==> src/rtl/wptr_full_ctrl.sv <==
// Write-domain pointer/status controller of the async FIFO: binary/Gray write pointer, full,
// almost-full and free-space count. Optional sticky overflow flag under WPTR_OVF_DETECT_EN.
module wptr_full_ctrl #(
    parameter int unsigned ADDRSIZE  = 4,
    parameter int unsigned AF_THRESH = 2
) (
    input  logic                wclk,
    input  logic                rst,
    input  logic                winc,
    input  logic [ADDRSIZE:0]   wq2_rptr,
    output logic                wen,
    output logic [ADDRSIZE-1:0] waddr,
    output logic [ADDRSIZE:0]   wptr,
    output logic                wfull,
    output logic                walmost_full,
`ifdef WPTR_OVF_DETECT_EN
    output logic                wovf,
`endif
    output logic [ADDRSIZE:0]   wfree
);

    localparam int unsigned DEPTH = 1 << ADDRSIZE;
    localparam int unsigned PtrW  = ADDRSIZE + 1;

    if (ADDRSIZE < 2) begin : g_bad_addrsize
        $error("wptr_full_ctrl: ADDRSIZE must be at least 2");
    end
    if ((AF_THRESH < 1) || (AF_THRESH > DEPTH - 1)) begin : g_bad_thresh
        $error("wptr_full_ctrl: AF_THRESH must lie in 1..DEPTH-1");
    end

    logic [ADDRSIZE:0] wbin_q, wbin_d;
    logic [ADDRSIZE:0] wptr_q, wptr_d;
    logic [ADDRSIZE:0] wfree_q, wfree_d;
    logic              wfull_q, wfull_d;
    logic              walmost_full_q, walmost_full_d;
    logic [ADDRSIZE:0] rbin_s;
    logic [ADDRSIZE:0] used;

    assign wen = winc & ~wfull_q;

    always_comb begin
        rbin_s = '0;
        rbin_s[ADDRSIZE] = wq2_rptr[ADDRSIZE];
        // Gray-to-binary: each bit is the XOR of all Gray bits at or above it.
        for (int i = int'(ADDRSIZE) - 1; i >= 0; i--) begin
            rbin_s[i] = rbin_s[i+1] ^ wq2_rptr[i];
        end
    end

    always_comb begin
        wbin_d = wbin_q + {{ADDRSIZE{1'b0}}, wen};
        wptr_d = (wbin_d >> 1) ^ wbin_d;
        wfull_d = (wptr_d == {~wq2_rptr[ADDRSIZE:ADDRSIZE-1], wq2_rptr[ADDRSIZE-2:0]});
        used = wbin_d - rbin_s;
        wfree_d = PtrW'(DEPTH) - used;
        walmost_full_d = (wfree_d <= PtrW'(AF_THRESH));
    end

    always_ff @(posedge wclk or posedge rst) begin
        if (rst) begin
            wbin_q         <= '0;
            wptr_q         <= '0;
            wfull_q        <= 1'b0;
            walmost_full_q <= 1'b0;
            wfree_q        <= PtrW'(DEPTH);
        end else begin
            wbin_q         <= wbin_d;
            wptr_q         <= wptr_d;
            wfull_q        <= wfull_d;
            walmost_full_q <= walmost_full_d;
            wfree_q        <= wfree_d;
        end
    end

    assign waddr        = wbin_q[ADDRSIZE-1:0];
    assign wptr         = wptr_q;
    assign wfull        = wfull_q;
    assign walmost_full = walmost_full_q;
    assign wfree        = wfree_q;

`ifdef WPTR_OVF_DETECT_EN
    logic wovf_q, wovf_d;

    // Sticky: a rejected write is remembered until reset.
    assign wovf_d = wovf_q | (winc & wfull_q);

    always_ff @(posedge wclk or posedge rst) begin
        if (rst) begin
            wovf_q <= 1'b0;
        end else begin
            wovf_q <= wovf_d;
        end
    end

    assign wovf = wovf_q;
`endif

endmodule

==> config.mk <==
export PLATFORM = sky130hd
export DESIGN_NAME = wptr_full_ctrl
export DESIGN_NICKNAME = d
export VERILOG_FILES = /design/src/rtl/wptr_full_ctrl.sv
export SDC_FILE = /design/constraint.sdc
export NUM_CORES = 1
export LEC_CHECK = 0
export ABC_AREA = 0
export CORE_UTILIZATION = 30
export CTS_CLUSTER_DIAMETER = 30
export DETAILED_ROUTE_END_ITERATION = 6
export GPL_ROUTABILITY_DRIVEN = 0
export GPL_TIMING_DRIVEN = 0
export PLACE_DENSITY = 0.57
export SLEW_MARGIN = 20
export SYNTH_ARGS = -nofsm -noshare
export SYNTH_HDL_FRONTEND = slang
export SYNTH_SLANG_ARGS = --single-unit
==> constraint.sdc <==
create_clock -name wclk -period 2.95 [get_ports wclk]
set_input_delay 0.885 -clock wclk [delete_from_list [all_inputs] [get_ports wclk]]
set_output_delay 0.885 -clock wclk [all_outputs]
set_load 0.03 [all_outputs]
==> flow_summary_export.csv <==
group,metric,value,unit
status,run_status,"finished, final reports clean",
floorplan,start_util,32.21,%
floorplan,ios,25,
clock_network,clkSinkCount,16,
grt,maximum_number_of_pins_on_one_net_before_global_route_repair,17,
floorplan,design.core.area,0.003442,mm^2
synthesis,synth_enable_flop_cells,0,
worst_setup_path,critical_path_required,3.10,ns
floorplan,floorplan.rows,21,
worst_setup_path,critPathLaunchType,"primary input",
synthesis,yosys_warnings,0,
placement,io_buffers,23,
clock_network,clk_latency,0.25,ns
sta,period_needed,2.896,ns
drt,drtAntennaViolNets,0,
grt,overflow,0,
sta,worst-slew-pin-transition,0.6151,ns
grt,first_pass_grt_wire_length,4015,um
sta,final.period_utilization,98.17,%
synthesis,synth_seq_area_share,36.23,%
placement,cell_area_after_placement,0.001450,mm^2
synthesis,synth_xor_area_share,20.43,%
synthesis,post_synthesis_cell_type_with_the_largest_combined_area,"sky130_fd_sc_hd__dfrtp_1",
drt,firstDrtPassIters,4,
synthesis,yosys.area.top_type_share,33.86,%
floorplan,chipHeight,62.79,um
drt,drc,0,
synthesis,synthArstFlopShare,100.0,%
synthesis,synth_nets,121,
drt,routed-via-count,890,
drt,wl_per_cell,12.97,um
synthesis,post_synth_instance_area,0.001109,mm^2
floorplan,die_width,62.79,um
clock_network,cts.reportedPaths.clkPinSlew,0.07,ns
sta,timing.final.max_slew_violations,0,
worst_setup_path,worstSetupPathType,"primary input to flop",
sta,maxSlewHeadroom,58.95,%
synthesis,syn_area_per_cell,10.66,um^2
drt,finalWirelength,2451,um
clock_network,number_of_buffers_inserted_during_clock_tree_synthesis,3,
clock_network,ctsHtreeMaxLevel,1,
synthesis,ys_dominant_reg_cell,"sky130_fd_sc_hd__dfrtp_1",
synthesis,ys_top_cells_by_area,"sky130_fd_sc_hd__dfrtp_1 (34%), sky130_fd_sc_hd__ha_1 (9.0%), sky130_fd_sc_hd__xnor2_1 (8.7%)",
worst_setup_path,crit_arrival,3.05,ns
sta,timing_hold_violations_final,0,
finish,area_growth_syn_to_layout,53.72,%
sta,maxClockFrequency,345.3,MHz
clock_network,cts_hold_buf,0,
synthesis,synthesis.instances,104,
sta,worst_hold_margin,0.5996,ns
placement,hpwlAfterDp,1677,um
sta,final.setup_skew,0.005618,ns
grt,grt_use_total,13.16,%
finish,nNetsFinal,161,
synthesis,yosys.cell_types.count,39,
finish,drive_above_1_share,34.27,%
grt,number_of_antenna_violations_at_the_first_check_in_global_routing,0,
finish,fin_area,0.001704,mm^2
worst_setup_path,worstSetupEndpointType,"flop",
synthesis,post-synth-top-count-cell,"sky130_fd_sc_hd__dfrtp_1",
clock_network,cts_buffer_depth,2,
min_path,hold_path.class,"flop to flop",
synthesis,synth-seq-cells,16,
synthesis,main_combinational_cell_family_by_area_after_synthesis,"XOR/XNOR gates",
synthesis,synth_simple_gate_area_share,12.53,%
job,maxCapViolCount,0,
synthesis,synth_compound_gate_area_share,12.53,%
drt,via_density,4.709,
sta,finalSetupViolCount,0,
drt,first_iter_violations,20,
grt,grt_pass1_vias,886,
floorplan,die-area,0.003943,mm^2
worst_setup_path,critical_path_peak_fanout,6,
clock_network,root_buffer,"sky130_fd_sc_hd__clkbuf_8",
synthesis,post_synthesis_adder_cell_area_fraction,10.84,%
synthesis,synth_commonest_cells,"sky130_fd_sc_hd__dfrtp_1 (15), sky130_fd_sc_hd__xnor2_1 (11), sky130_fd_sc_hd__inv_1 (10), sky130_fd_sc_hd__ha_1 (8), sky130_fd_sc_hd__xor2_1 (8)",
clock_network,tritoncts_clock_tree,"built",
synthesis,synth.mux.area_fraction,0,%
finish,insertedDiodeCount,0,
[path summary, 6_finish.rpt]
| check | from | to | slack (ns) | cells after the start |
|---|---|---|---|---|
| min in group asynchronous | rst | walmost_full | 1.01 | 2 |
| worst max-delay path | wq2_rptr[3] | walmost_full | 0.05 | 11 |
| worst max register to register | wfull | walmost_full | 0.55 | 10 |
| worst min-delay path | wbin_q[0] | wbin_q[0] | 0.60 | 1 |
| worst min register to register | wbin_q[0] | wbin_q[0] | 0.60 | 1 |
| max in group asynchronous | rst | wbin_q[1] | 1.54 | 2 |
[registers in the layout, summed over array words and instances, names as in the netlist]
| signal | flops |
|---|---|
| wbin_q | 5 |
| walmost_full | 1 |
| wfull | 1 |
| wfree | 5 |
| wptr | 4 |
[repair_timing]
item	CTS	global route
endpoints found under the setup margin	5	1
resized for setup	14	19
gates cloned	0	0
pin swaps	11	8
buffers inserted	7	6
[per-layer routing]
| metal | routed length, um | global-route usage (%) | vias up |
|---|---|---|---|
| met1 | 1068 | 16.10 | 441 |
| met2 | 1303 | 22.83 | 19 |
| met3 | 57 | 2.190 | 2 |
| met5 | 0 | 0 | - |
| li1 | - | - | 428 |
| met4 | 21 | 5.233 | 0 |
[cell usage in the layout, fill, tap and decap left out, types with 3 or more instances in the layout]
cell type / n
sky130_fd_sc_hd__clkbuf_8: 4
sky130_fd_sc_hd__xnor2_1: 7
sky130_fd_sc_hd__ha_4: 6
sky130_fd_sc_hd__inv_2: 3
sky130_fd_sc_hd__inv_1: 6
sky130_fd_sc_hd__xor2_1: 6
sky130_fd_sc_hd__and3_1: 3
sky130_fd_sc_hd__clkdlybuf4s50_1: 20
sky130_fd_sc_hd__nor3_1: 3
sky130_fd_sc_hd__dfrtp_1: 15
sky130_fd_sc_hd__nand3_1: 3
sky130_fd_sc_hd__buf_4: 15
sky130_fd_sc_hd__xnor2_2: 5
[cells by family after synthesis]
group           Yosys count
xor+xnor                 22
fa+ha+maj                 9
simple gates             22
flops                    16
buf+inv                  17
compound gates           18
[per-stage QoR]
| step | util, % | cells | TNS, ns | setup slack, ns |
|---|---|---|---|---|
| floorplan | - | 104 | -0.001488 | -0.001488 |
| global placement | 42.13 | 173 | -2.209 | -0.7468 |
| detailed placement | 42.13 | 173 | -2.414 | -0.8034 |
| CTS | 46.78 | 183 | 0 | 0.002325 |
| global route | 49.51 | 189 | -0.006347 | -0.006347 |
| finish | 49.51 | 189 | 0 | 0.05396 |
[cell type report]
cell class              instances  area [um^2]
plain buffers                   6        36.28
fillers                       311         1738
inverters                      10        40.04
flip-flops and latches         16        401.6
clock buffers                   4        55.05
repair buffers                 36        326.6
multi-input cells              71        787.0
well taps                      46        57.56
[critical path, stage by stage]
cell                        delay [ns]
sky130_fd_sc_hd__buf_4            0.15
sky130_fd_sc_hd__xor2_4           0.16
sky130_fd_sc_hd__xnor2_2          0.24
sky130_fd_sc_hd__xnor2_2          0.11
sky130_fd_sc_hd__buf_4            0.15
sky130_fd_sc_hd__ha_4             0.26
sky130_fd_sc_hd__ha_4             0.14
sky130_fd_sc_hd__inv_2            0.04
sky130_fd_sc_hd__fa_2             0.56
sky130_fd_sc_hd__inv_2            0.05
sky130_fd_sc_hd__a2111oi_4        0.30
Power is not shown: default switching activity piles up to over one toggle a cycle in this logic, so the estimate is an artifact.
